**config.mk**
```make
export PLATFORM = sky130hd
export DESIGN_NAME = demux16_6_loader
export DESIGN_NICKNAME = d
export VERILOG_FILES = /design/src/rtl/moddiv_pkg.sv /design/src/rtl/demux16_6_loader_seq_idx_ctr.sv /design/src/rtl/demux16_6_loader.sv
export SDC_FILE = /design/constraint.sdc
export NUM_CORES = 1
export LEC_CHECK = 0
export CAP_MARGIN = 15
export CORE_MARGIN = 3
export CORE_UTILIZATION = 43
export CTS_BUF_LIST = sky130_fd_sc_hd__clkbuf_8 sky130_fd_sc_hd__clkbuf_16
export CTS_CLUSTER_DIAMETER = 150
export CTS_CLUSTER_SIZE = 8
export DETAILED_ROUTE_END_ITERATION = 8
export GPL_TIMING_DRIVEN = 0
export PLACE_DENSITY_LB_ADDON = 0.1
export SYNTH_ARGS = -nofsm -noshare
export SYNTH_HDL_FRONTEND = slang
export SYNTH_HIERARCHICAL = 1
export SYNTH_SLANG_ARGS = --single-unit
```
**constraint.sdc**
```tcl
create_clock -name clk -period 1.8 [get_ports clk]
set_clock_uncertainty 0.05 [all_clocks]
set_input_delay 0.18 -clock clk [delete_from_list [all_inputs] [get_ports clk]]
set_output_delay 0.18 -clock clk [all_outputs]
set_load 0.01 [all_outputs]
```
**src/rtl/moddiv_pkg.sv**
```systemverilog
// Shared constants for the moddiv operand path: select encoding, operand
// count and width, plus the loader FSM state type.
package moddiv_pkg;

  localparam int OPERAND_W  = 16;
  localparam int N_OPERANDS = 6;

  localparam logic [2:0] SEL_A = 3'd0;
  localparam logic [2:0] SEL_B = 3'd1;
  localparam logic [2:0] SEL_C = 3'd2;
  localparam logic [2:0] SEL_D = 3'd3;
  localparam logic [2:0] SEL_E = 3'd4;
  localparam logic [2:0] SEL_F = 3'd5;

  typedef enum logic {
    LOAD = 1'b0,
    FULL = 1'b1
  } loader_state_t;

endpackage

```
**src/rtl/demux16_6_loader_seq_idx_ctr.sv**
```systemverilog
// Modulo-6 slot index for sequential loading. It wraps F -> A and has a
// synchronous clear that takes priority over the enable.
module seq_idx_ctr
  import moddiv_pkg::*;
(
  input  logic       clk,
  input  logic       rst_n,
  input  logic       clr,
  input  logic       en,
  output logic [2:0] idx
);

  logic [2:0] idx_reg;

  // Index register: clear wins, otherwise step with wrap after the last slot.
  always_ff @(posedge clk or negedge rst_n) begin
    if (!rst_n) begin
      idx_reg <= SEL_A;
    end else if (clr) begin
      idx_reg <= SEL_A;
    end else if (en) begin
      idx_reg <= (idx_reg == SEL_F) ? SEL_A : idx_reg + 3'd1;
    end
  end

  assign idx = idx_reg;

endmodule

```
**src/rtl/demux16_6_loader.sv**
```systemverilog
// Write-side loader for the 6:1 operand mux. Words arriving on a valid/ready
// stream are steered into holding registers a..f, either by in_sel or by an
// internal running index. Once all six slots are written, the bank is held
// until the consumer acknowledges it.
module demux16_6_loader
  import moddiv_pkg::*;
#(
  parameter int W = OPERAND_W,
  parameter int N = N_OPERANDS
) (
  input  logic         clk,
  input  logic         rst_n,
  input  logic         clr,
  input  logic         mode,
  input  logic         in_valid,
  output logic         in_ready,
  input  logic [W-1:0] in_data,
  input  logic [2:0]   in_sel,
  input  logic         out_ack,
  output logic         out_valid,
  output logic         err_sel,
  output logic [W-1:0] a,
  output logic [W-1:0] b,
  output logic [W-1:0] c,
  output logic [W-1:0] d,
  output logic [W-1:0] e,
  output logic [W-1:0] f,
  output logic [N-1:0] load_mask
);

  loader_state_t state_reg, state_next;
  logic [N-1:0]  mask_reg, mask_next;
  logic [W-1:0]  bank_reg [N];
  logic          err_sel_reg;
  logic [2:0]    seq_idx;
  logic [2:0]    tgt;
  logic          bad_sel;
  logic          xfer;
  logic          bank_release;
  logic [N-1:0]  wr_onehot;

  // Ready only while loading. It is gated by reset so that nothing is
  // accepted while rst_n is low, and by clr so that a word offered during a
  // clear is visibly dropped.
  assign in_ready     = rst_n & (state_reg == LOAD) & ~clr;
  assign xfer         = in_valid & in_ready;
  assign bank_release = (state_reg == FULL) & out_ack & ~clr;

  // Slot decode: sequential mode ignores in_sel; selects 6 and 7 are invalid
  // only in addressed mode.
  always_comb begin
    tgt     = mode ? seq_idx : in_sel;
    bad_sel = ~mode & (in_sel > SEL_F);
  end

  generate
    for (genvar gi = 0; gi < N; gi++) begin : g_slot
      assign wr_onehot[gi] = xfer & ~bad_sel & (tgt == 3'(gi));

      // One holding register per slot. It is zeroed by clr, loaded on its
      // write strobe, and otherwise holds its value across bank releases.
      always_ff @(posedge clk or negedge rst_n) begin
        if (!rst_n) begin
          bank_reg[gi] <= '0;
        end else if (clr) begin
          bank_reg[gi] <= '0;
        end else if (wr_onehot[gi]) begin
          bank_reg[gi] <= in_data;
        end
      end
    end
  endgenerate

  seq_idx_ctr u_seq_idx_ctr (
    .clk   (clk),
    .rst_n (rst_n),
    .clr   (clr | bank_release),
    .en    (xfer & mode),
    .idx   (seq_idx)
  );

  // Next-state and next-mask logic. clr overrides everything; the bank
  // becomes FULL on the transfer that completes the mask.
  always_comb begin
    state_next = state_reg;
    mask_next  = mask_reg | wr_onehot;
    if (clr) begin
      state_next = LOAD;
      mask_next  = '0;
    end else begin
      case (state_reg)
        LOAD: begin
          if ((mask_reg | wr_onehot) == {N{1'b1}}) begin
            state_next = FULL;
          end
        end
        FULL: begin
          if (out_ack) begin
            state_next = LOAD;
            mask_next  = '0;
          end
        end
        default: state_next = LOAD;
      endcase
    end
  end

  // State and mask registers.
  always_ff @(posedge clk or negedge rst_n) begin
    if (!rst_n) begin
      state_reg <= LOAD;
      mask_reg  <= '0;
    end else begin
      state_reg <= state_next;
      mask_reg  <= mask_next;
    end
  end

  // Sticky bad-select flag. Only reset clears it; clr does not.
  always_ff @(posedge clk or negedge rst_n) begin
    if (!rst_n) begin
      err_sel_reg <= 1'b0;
    end else if (xfer & bad_sel) begin
      err_sel_reg <= 1'b1;
    end
  end

  assign out_valid = (state_reg == FULL);
  assign err_sel   = err_sel_reg;
  assign load_mask = mask_reg;
  assign a = bank_reg[SEL_A];
  assign b = bank_reg[SEL_B];
  assign c = bank_reg[SEL_C];
  assign d = bank_reg[SEL_D];
  assign e = bank_reg[SEL_E];
  assign f = bank_reg[SEL_F];

endmodule
```
==> impl_metrics.env <==
export IMPL_outcome="complete, but fails checks"
export IMPL_failed_checks="negative setup slack"
export IMPL_clock_tree_root_cell="sky130_fd_sc_hd__clkbuf_8"
export IMPL_rows=36
export IMPL_ctsLongestPathBuffers=2
export IMPL_final_layout_size_suffix_gt1_frac=0.134
export IMPL_yosys_cell_types_count=35
export IMPL_vdd_ir_drop_max_mv=0.564
export IMPL_max_cap_viol_count=0
export IMPL_synth_top_flop_cell="sky130_fd_sc_hd__dfrtp_1"
export IMPL_first_pass_grt_wire_length_um=19700
export IMPL_finish_utilization=0.668
export IMPL_antenna_cells_inserted=0
export IMPL_post_synth_net_total=397
export IMPL_syn_avg_cell_area_um2=12.2
export IMPL_number_of_flops_mapped_to_enable_cells_by_yosys=0
export IMPL_syn_inst=372
export IMPL_yosysWarnings=6
export IMPL_grt_use_total=0.223
export IMPL_floorplan_initialDensity=0.453
export IMPL_gr_total_overflow=0
export IMPL_preCtsSetupSlack_ps=-962
export IMPL_critical_path_required_ps=2010
export IMPL_detail_route_iter0_violations=127
export IMPL_postSynth_asyncResetShare=1.00
export IMPL_cts_tree="yes"
export IMPL_final_antenna_net_count=0
export IMPL_final_design_area_no_fill_um2=6680
export IMPL_synth_ff_latch_count=107
export IMPL_cp_data_arrival_time_ps=2020
export IMPL_final_min_period_over_clock_period=1.00
export IMPL_drc_errors=0
export IMPL_first_global_vias=3532
export IMPL_hold_path_class="in -> reg"
export IMPL_route_detailed_wl_per_inst_um=18.7
export IMPL_floorplan_die_width_um=109
export IMPL_vias_per_cell=5.01
export IMPL_clk_pin_slew_worst_paths_ps=100
export IMPL_finalWirelength_um=12700
export IMPL_globalplace_congestion=0.779
export IMPL_setup_viol_count_final=1
export IMPL_critPathLaunchType="input pin"
export IMPL_die_area_um2=11800
export IMPL_synth_sequential_area_ratio=0.591
export IMPL_tightestPinTransition_ps=670
export IMPL_top_level_ports=130
export IMPL_die_height_um=109
export IMPL_vias=3396
export IMPL_mappedNetlistArea_um2=4530
export IMPL_cts_num_sinks=107
export IMPL_power_per_cell_area_nw_per_um2=674
export IMPL_crit_fanout=7
export IMPL_h_tree_depth=3
export IMPL_maximum_number_of_pins_on_one_net_before_global_route_repair=53
export IMPL_grt_antenna_before_repair=0
export IMPL_rsz0062_at_grt="yes"
export IMPL_r2r_slack_ps=0
export IMPL_number_of_nets_at_the_end_of_the_flow=565
export IMPL_clock_fmax_ghz=0.554
export IMPL_clock_latency_on_the_worst_skew_pair_ps=370
export IMPL_core_um2=10000
export IMPL_drt_pre_antenna_iters=4
export IMPL_syn2layout_area_growth_pct=47.3
export IMPL_end_kind="flop"
export IMPL_port_buffers=128
export IMPL_hold_slack_ps=218
export IMPL_timing_final_crit_period_ps=1810
export IMPL_final_hold_viol_count=0
export IMPL_hpwl_um=8440
export IMPL_worstSetupPathType="in -> reg"
export IMPL_timing_max_slew_rel_slack=0.553
export IMPL_postPlaceCellArea_um2=6030
export IMPL_numCtsBuffers=9
export IMPL_maxSlewViolCount=0
export IMPL_final_critical_path_setup_slack_ps=-5.82
export IMPL_leakage_uw=0.00316
[layout by cell type (no fill, tap or decap), types with 3 or more instances in the layout]
master	instances
sky130_fd_sc_hd__clkdlybuf4s50_1	125
sky130_fd_sc_hd__nand2_1	3
sky130_fd_sc_hd__buf_6	7
sky130_fd_sc_hd__clkbuf_8	10
sky130_fd_sc_hd__buf_4	18
sky130_fd_sc_hd__nor2_1	103
sky130_fd_sc_hd__inv_1	6
sky130_fd_sc_hd__buf_12	8
sky130_fd_sc_hd__dfrtp_1	105
sky130_fd_sc_hd__a21oi_1	8
sky130_fd_sc_hd__mux2i_1	94
sky130_fd_sc_hd__clkbuf_1	10
[synth_stat cells, drive strengths merged, types with 2 or more instances]
cell type | instances | area (um2)
mux2i | 96 | 961
buf | 11 | 108
a21bo | 2 | 20.0
dfrtp | 107 | 2680
or3b | 2 | 20.0
nor2 | 104 | 398
nand2 | 3 | 11.3
clkbuf | 10 | 37.5
a211o | 2 | 17.5
inv | 6 | 22.5
a21oi | 10 | 65.1
nand4bb | 2 | 22.5
[layer usage]
layer,wire length [um],vias up,share of wire,track usage
met1,5630,1695,0.44,0.301
met4,168,0,0.013,0.0694
met3,823,9,0.065,0.0622
met2,6070,103,0.48,0.351
li1,-,1589,-,-
met5,0,-,0,0
[metrics by stage]
| step | total power, uW | setup TNS (ps) | std cells |
|---|---|---|---|
| after floorplan | 2600 | 0 | 372 |
| after global placement | 2810 | -844240 | 633 |
| after detailed placement | 2820 | -72730 | 634 |
| after CTS | 4540 | 0 | 669 |
| after global routing | 4700 | -997 | 678 |
| final | 4500 | -5.82 | 678 |
[kinds of logic (layout without fill, tap and decap cells)]
logic type      after synthesis  after routing  synth area share
simple gates                119            119             0.116
flops                       107            107             0.591
mux                          97             97             0.214
buf+inv                      27            200            0.0370
compound gates               21             21            0.0400
xor+xnor                      1              1           0.00193
[worst paths after layout]
path,depth (start not counted),endpoint,startpoint
max in group asynchronous,3,b[8]$_DFFE_PN0P_,rst_n
min reg2reg,2,err_sel$_DFFE_PN0P_,err_sel$_DFFE_PN0P_
max,6,out_valid$_DFF_PN0_,in_sel[2]
min in group asynchronous,4,f[12]$_DFFE_PN0P_,rst_n
min,4,err_sel$_DFFE_PN0P_,rst_n
max reg2reg,6,out_valid$_DFF_PN0_,u_seq_idx_ctr/idx[1]$_DFFE_PN0P_
[power breakdown]
group	switching [uW]	internal, uW	leakage [uW]
clock network	841	837	0.000117
logic	219	174	0.00156
registers	11.2	2420	0.00148
total	1070	3430	0.00316
[critical path, cell delays in order]
cell                              delay (ps)
sky130_fd_sc_hd__clkdlybuf4s50_1         540
sky130_fd_sc_hd__or3b_4                  420
sky130_fd_sc_hd__a211o_1                 310
sky130_fd_sc_hd__buf_6                   150
sky130_fd_sc_hd__o2bb2ai_4               120
sky130_fd_sc_hd__o41ai_2                 290
[cell type report]
| type | instances | area, um2 |
|---|---|---|
| repair buffers | 157 | 1650 |
| well taps | 133 | 166 |
| fillers | 809 | 3320 |
| inverters | 6 | 22.5 |
| plain buffers | 21 | 185 |
| multi-input cells | 238 | 1740 |
| clock buffers | 10 | 138 |
| clock inverters | 6 | 95.1 |
| flip-flops and latches | 107 | 2680 |
[what timing repair did]
item,CTS,global route
setup endpoints to repair,98,71
endpoints found under the hold margin,79,0
buffers inserted,14,8
gates cloned,1,1
gates resized for setup,16,7
pin swaps,2,4
hold buffers,4,0
No activity file was read; power rests on OpenSTA's default activity.
